$ cat src/rtl/mem_port_arbiter_pkg.sv
// Shared pipeline definitions for the memory port arbiter.
// Holds the arbiter FSM state encoding, the fault-code constants reported
// on a completed transaction, and the width of the response wait counter.
package mem_port_arbiter_pkg;

    typedef enum logic [1:0] {
        IDLE    = 2'd0,
        IF_BUSY = 2'd1,
        D_BUSY  = 2'd2
    } arb_state_e;

    typedef logic [1:0] fault_code_t;

    localparam fault_code_t FAULT_NONE    = 2'd0;
    localparam fault_code_t FAULT_BUS     = 2'd1;
    localparam fault_code_t FAULT_TIMEOUT = 2'd2;

    localparam int unsigned WAIT_CNT_W = 8;

    function automatic logic fault_asserted(input fault_code_t code);
        return (code != FAULT_NONE);
    endfunction

endpackage

$ cat src/rtl/mem_port_arbiter.sv
// Single-port memory arbiter shared by instruction fetch and data access.
// At most one memory transaction is outstanding. Data requests win ties
// unless fetch has been passed over STARVE_LIMIT times in a row. A fetch
// can be cancelled by if_flush; its response is then consumed silently.
// A transaction with no response after TIMEOUT_CYCLES wait cycles completes
// with an access fault.
//
// Ports:
//   clk, reset                 clock, asynchronous active-low reset
//   if_addr/if_en/if_flush     fetch request side
//   if_inst/if_valid/if_access_fault   fetch response
//   d_addr/d_wdata/d_en/d_we/d_wstrb   data request side
//   d_rdata/d_valid/d_access_fault     data response
//   mem_req/mem_addr/mem_wdata/mem_we/mem_wstrb   registered memory request
//   mem_rsp_valid/mem_rdata/mem_err               memory response
module mem_port_arbiter
    import mem_port_arbiter_pkg::*;
#(
    parameter int unsigned STARVE_LIMIT   = 4,
    parameter int unsigned TIMEOUT_CYCLES = 255
) (
    input  logic        clk,
    input  logic        reset,
    input  logic [31:0] if_addr,
    input  logic        if_en,
    input  logic        if_flush,
    output logic [31:0] if_inst,
    output logic        if_valid,
    output logic        if_access_fault,
    input  logic [31:0] d_addr,
    input  logic [31:0] d_wdata,
    input  logic        d_en,
    input  logic        d_we,
    input  logic [3:0]  d_wstrb,
    output logic [31:0] d_rdata,
    output logic        d_valid,
    output logic        d_access_fault,
    output logic        mem_req,
    output logic [31:0] mem_addr,
    output logic [31:0] mem_wdata,
    output logic        mem_we,
    output logic [3:0]  mem_wstrb,
    input  logic        mem_rsp_valid,
    input  logic [31:0] mem_rdata,
    input  logic        mem_err
);

    localparam int unsigned STARVE_W =
        ($clog2(STARVE_LIMIT + 1) > 3) ? $clog2(STARVE_LIMIT + 1) : 3;
    localparam logic [STARVE_W-1:0]   STARVE_MAX = STARVE_W'(STARVE_LIMIT);
    localparam logic [WAIT_CNT_W-1:0] WAIT_MAX   = WAIT_CNT_W'(TIMEOUT_CYCLES);

    arb_state_e            r_state;
    logic [STARVE_W-1:0]   r_starve_cnt;
    logic [WAIT_CNT_W-1:0] r_wait_cnt;
    logic                  r_drop;
    logic                  r_mem_req;
    logic [31:0]           r_mem_addr;
    logic [31:0]           r_mem_wdata;
    logic                  r_mem_we;
    logic [3:0]            r_mem_wstrb;

    logic        w_grant_if;
    logic        w_grant_d;
    logic        w_busy;
    logic        w_rsp;
    logic        w_timeout;
    logic        w_done;
    fault_code_t w_fault_code;
    logic        w_fault;
    logic        w_if_valid;
    logic        w_d_valid;

    // Grant/priority: data wins a tie unless fetch has been starved.
    always_comb begin
        w_grant_if = 1'b0;
        w_grant_d  = 1'b0;
        if (r_state == IDLE) begin
            if (d_en && !(if_en && (r_starve_cnt == STARVE_MAX))) begin
                w_grant_d = 1'b1;
            end else if (if_en) begin
                w_grant_if = 1'b1;
            end
        end
    end

    // A real response takes precedence over a timeout in the same cycle.
    assign w_busy    = (r_state != IDLE);
    assign w_rsp     = w_busy & mem_rsp_valid;
    assign w_timeout = w_busy & ~mem_rsp_valid & (r_wait_cnt == WAIT_MAX);
    assign w_done    = w_rsp | w_timeout;

    always_comb begin
        w_fault_code = FAULT_NONE;
        if (w_rsp) begin
            w_fault_code = mem_err ? FAULT_BUS : FAULT_NONE;
        end else if (w_timeout) begin
            w_fault_code = FAULT_TIMEOUT;
        end
    end

    assign w_fault = fault_asserted(w_fault_code);

    // A flush arriving in the completion cycle itself also hides the fetch.
    assign w_if_valid = w_done & (r_state == IF_BUSY) & ~r_drop & ~if_flush;
    assign w_d_valid  = w_done & (r_state == D_BUSY);

    assign if_valid        = w_if_valid;
    assign if_inst         = mem_rdata;
    assign if_access_fault = w_if_valid & w_fault;
    assign d_valid         = w_d_valid;
    assign d_rdata         = mem_rdata;
    assign d_access_fault  = w_d_valid & w_fault;

    assign mem_req   = r_mem_req;
    assign mem_addr  = r_mem_addr;
    assign mem_wdata = r_mem_wdata;
    assign mem_we    = r_mem_we;
    assign mem_wstrb = r_mem_wstrb;

    always_ff @(posedge clk or negedge reset) begin
        if (!reset) begin
            r_state      <= IDLE;
            r_starve_cnt <= '0;
            r_wait_cnt   <= '0;
            r_drop       <= 1'b0;
            r_mem_req    <= 1'b0;
            r_mem_addr   <= '0;
            r_mem_wdata  <= '0;
            r_mem_we     <= 1'b0;
            r_mem_wstrb  <= '0;
        end else begin
            case (r_state)
                IDLE: begin
                    r_drop <= 1'b0;
                    if (w_grant_d) begin
                        r_state     <= D_BUSY;
                        r_mem_req   <= 1'b1;
                        r_mem_addr  <= d_addr;
                        r_mem_wdata <= d_wdata;
                        r_mem_we    <= d_we;
                        r_mem_wstrb <= d_wstrb;
                        r_wait_cnt  <= '0;
                        if (if_en && (r_starve_cnt != STARVE_MAX)) begin
                            r_starve_cnt <= r_starve_cnt + 1'b1;
                        end
                    end else if (w_grant_if) begin
                        r_state      <= IF_BUSY;
                        r_mem_req    <= 1'b1;
                        r_mem_addr   <= if_addr;
                        r_mem_wdata  <= '0;
                        r_mem_we     <= 1'b0;
                        r_mem_wstrb  <= '0;
                        r_wait_cnt   <= '0;
                        r_starve_cnt <= '0;
                    end
                end
                IF_BUSY, D_BUSY: begin
                    if (w_done) begin
                        r_state   <= IDLE;
                        r_mem_req <= 1'b0;
                        r_drop    <= 1'b0;
                    end else begin
                        r_wait_cnt <= r_wait_cnt + 1'b1;
                        if ((r_state == IF_BUSY) && if_flush) begin
                            r_drop <= 1'b1;
                        end
                    end
                end
                default: begin
                    r_state   <= IDLE;
                    r_mem_req <= 1'b0;
                end
            endcase
        end
    end

endmodule

$ cat config.mk
export PLATFORM = sky130hd
export DESIGN_NAME = mem_port_arbiter
export DESIGN_NICKNAME = d
export VERILOG_FILES = /design/src/rtl/mem_port_arbiter_pkg.sv /design/src/rtl/mem_port_arbiter.sv
export SDC_FILE = /design/constraint.sdc
export NUM_CORES = 1
export LEC_CHECK = 0
export BUFFER_PORTS_ARGS = -buffer_cell sky130_fd_sc_hd__buf_2
export CAP_MARGIN = 20
export CORE_AREA = 2 2 108 110
export DETAILED_ROUTE_END_ITERATION = 12
export DIE_AREA = 0 0 110 112
export MAX_ROUTING_LAYER = met4
export PLACE_DENSITY = 0.7
export SYNTH_ARGS = -nofsm -noshare
export SYNTH_HDL_FRONTEND = slang
export SYNTH_SLANG_ARGS = --single-unit
$ cat constraint.sdc
create_clock -name clk -period 1.78 [get_ports clk]
set_input_delay 0.178 -clock clk [delete_from_list [all_inputs] [get_ports clk]]
set_output_delay 0.178 -clock clk [all_outputs]
set_load 0.05 [all_outputs]
==> impl_metrics.json <==
{
  "status": "finished, violations left",
  "violations": "negative setup slack",
  "slew_viol_final": 0,
  "fin_ws_ns": -0.182,
  "setup-violations-final": 7,
  "final.period_utilization": 1.10,
  "hp-class": "input port to register",
  "clock_latency_ns": 0.33,
  "htreeDepth": 3,
  "fin_cells": 664,
  "ios": 278,
  "period_minus_slack_ns": 1.96,
  "drive_above_1_share": 0.478,
  "grt_pass1_wl_mm": 16.2,
  "nets": 662,
  "post-route-util": 0.473,
  "path_max_fanout": 4,
  "vias": 3334,
  "cts_sinks": 84,
  "grt_max_degree": 49,
  "internal_power_w": 0.00609,
  "hold_viol": 0,
  "syn_avg_cell_area_um2": 10.6,
  "place_area_um2": 4740,
  "synth_seq_cells": 84,
  "rows": 39,
  "clk_pin_slew_worst_paths_ns": 0.06,
  "power_density_nw_per_um2": 2250,
  "area_growth_pct": 30.1,
  "cts_root_buf": "clkbuf_16",
  "ys_types": 38,
  "dp_hpwl_mm": 7.13,
  "ir_drop_v": 0.00135,
  "combPwrFrac": 0.550,
  "crit_start": "r_wait_cnt[0]",
  "skew_ns": 0.00820,
  "syn_area_um2": 4070,
  "cp-end-kind": "primary output",
  "antenna_found_initial": 0,
  "dp_slack_ns": -0.0558,
  "grt_pass1_vias": 3420,
  "cap_violations": 0,
  "ys_seq_area_frac": 0.517,
  "relSlewSlack": 0.684,
  "ant_nets": 0,
  "seqPwrFrac": 0.275,
  "globalRoute.totalOverflow": 0,
  "grt_usage": 0.174,
  "design_area_um2": 5290,
  "io_buffer_count": 181,
  "detail_route.wl_per_cell_um": 15.7,
  "crit_required_ns": 1.60,
  "syn_nets": 528,
  "worstMarginPinSlew_ns": 0.474,
  "p_sw_w": 0.00581,
  "drc": 0,
  "die_y_um": 112,
  "p_sw_frac": 0.488,
  "firstDrtPassIters": 4,
  "via_per_inst": 5.02,
  "power.share.clock": 0.175,
  "syn_inst": 382,
  "n_antenna_cell": 0,
  "drtIter0Drc": 129,
  "rsz0062_at_grt": "yes",
  "cts_buffer_depth": 2,
  "wl_mm": 10.4,
  "place_inst": 633,
  "leakage_nw": 2.64,
  "start_kind": "register",
  "place_congestion": 0.859,
  "regToRegStartpoint": "r_wait_cnt[0]",
  "die-area_um2": 12300,
  "worstPathArrival_ns": 1.78,
  "die_w_um": 110,
  "initial_core_util": 0.364,
  "hold_start": "d_wdata[5]",
  "core_um2": 11200,
  "tritoncts": "yes",
  "worstSetupPathType": "register to primary output",
  "yosys_warnings": 0,
  "fmax_mhz": 510,
  "numCtsBuffers": 9
}
==> logic make-up after synthesis <==
family | share of synthesized area
xor+xnor | 0.00215
flops | 0.517
buf+inv | 0.155
compound gates | 0.212
simple gates | 0.0950
fa+ha+maj | 0.0185
==> layer usage <==
layer,track usage,share of wire
met3,0.0550,0.077
met1,0.201,0.40
met2,0.271,0.49
met4,0.0835,0.031
met5,-,0
==> cells in the mapped netlist <==
master / instances / area (µm²)
ha_1: 6 / 75.1
nand2b_1: 12 / 75.1
or3_1: 2 / 12.5
and3_1: 3 / 18.8
o21ai_0: 29 / 145
o211ai_1: 1 / 7.51
o31ai_1: 1 / 7.51
xnor2_1: 1 / 8.76
inv_1: 7 / 26.3
buf_4: 64 / 480
and2_1: 2 / 12.5
o221a_2: 8 / 90.1
nor2_1: 4 / 15.0
o21ba_2: 1 / 10.0
or3b_4: 1 / 11.3
a22o_1: 38 / 333
and4_1: 1 / 8.76
nand4b_1: 2 / 17.5
nor3_1: 1 / 5.00
or2_2: 1 / 6.26
o21a_1: 1 / 7.51
clkbuf_1: 6 / 22.5
o22ai_1: 26 / 163
o311ai_1: 1 / 8.76
dfrtp_1: 84 / 2100
buf_2: 16 / 80.1
buf_6: 2 / 22.5
a21oi_1: 4 / 20.0
or2_0: 1 / 6.26
o2111ai_4: 1 / 26.3
o2bb2ai_1: 1 / 8.76
nand3_1: 6 / 30.0
nand2_1: 38 / 143
o21ai_1: 4 / 20.0
a21o_1: 1 / 7.51
nand4_1: 3 / 18.8
nor2b_1: 1 / 6.26
o221ai_1: 1 / 8.76
==> registers in the layout (all words and copies together), names as in the netlist <==
register,cells
r_drop,1
mem_wstrb,4
mem_wdata,32
mem_we,1
mem_req,1
r_state,2
mem_addr,32
r_wait_cnt,8
r_starve_cnt,3
==> repair_timing <==
action / in CTS / in global routing
resized for setup: 16 / 6
hold buffers: 1 / 0
cloned: 0 / 1
setup endpoints to repair: 13 / 14
endpoints found under the hold margin: 35 / 0
pin swaps: 0 / 6
buffers inserted: 5 / 8
==> cell usage in the layout, fill, tap and decap left out, types with 3 or more instances in the layout <==
cell type and n:
buf_2 176, inv_1 5, o221a_2 8, dfrtp_1 84
a22o_1 38, buf_4 24, clkbuf_16 10, buf_12 5
nand3_1 5, ha_1 4, nand4_1 3, clkbuf_8 3
o22ai_1 26, a21oi_1 4, o21ai_0 29, nand2b_1 11
nor2_1 3, o21ai_1 3, nand2_1 38
==> area by class of cell <==
cell class	count	area [µm²]
fillers	1033	5880
flip-flops and latches	84	2100
multi-input cells	203	1400
repair buffers	211	1250
clock buffers	13	270
well taps	143	179
clock inverters	3	67.6
inverters	7	26.3
==> critical path: stages (launching register included) <==
cell,delay (ns)
dfrtp_1,0.37
ha_2,0.19
nand4_1,0.15
o21ba_4,0.26
nor2_4,0.11
and4_4,0.23
buf_8,0.14
==> per-stage QoR <==
stage,power [W],setup TNS [ns],hold WS [ns]
final,0.0119,-0.697,0.0576
after detailed placement,0.00951,-0.113,0.167
after CTS,0.0118,-0.313,0.0424
after floorplan,0.00826,0,-0.118
after global routing,0.0125,-1.60,0.0431
after global placement,0.00940,0,0.165
==> worst paths after layout <==
path / endpoint / slack [ns] / cells past startpoint
worst max register to register: r_wait_cnt[6] / -0.04 / 8
worst min-delay path: mem_wdata[5] / 0.06 / 2
min in group asynchronous: mem_wdata[6] / 0.34 / 2
worst max-delay path: if_access_fault / -0.18 / 6
max in group asynchronous: mem_addr[13] / 0.86 / 3
worst min register to register: mem_addr[5] / 0.47 / 2
==> power by group through the flow <==
stage	Combinational [W]	Sequential [W]	Clock [W]
3_5_place_dp	0.00624	0.00328	0
4_1_cts	0.00635	0.00327	0.00214
5_1_grt	0.00694	0.00338	0.00222
2_1_floorplan	0.00221	0.00606	0
3_3_place_gp	0.00613	0.00327	0
6_report	0.00654	0.00328	0.00208
No activity file was read; power rests on OpenSTA's default activity.
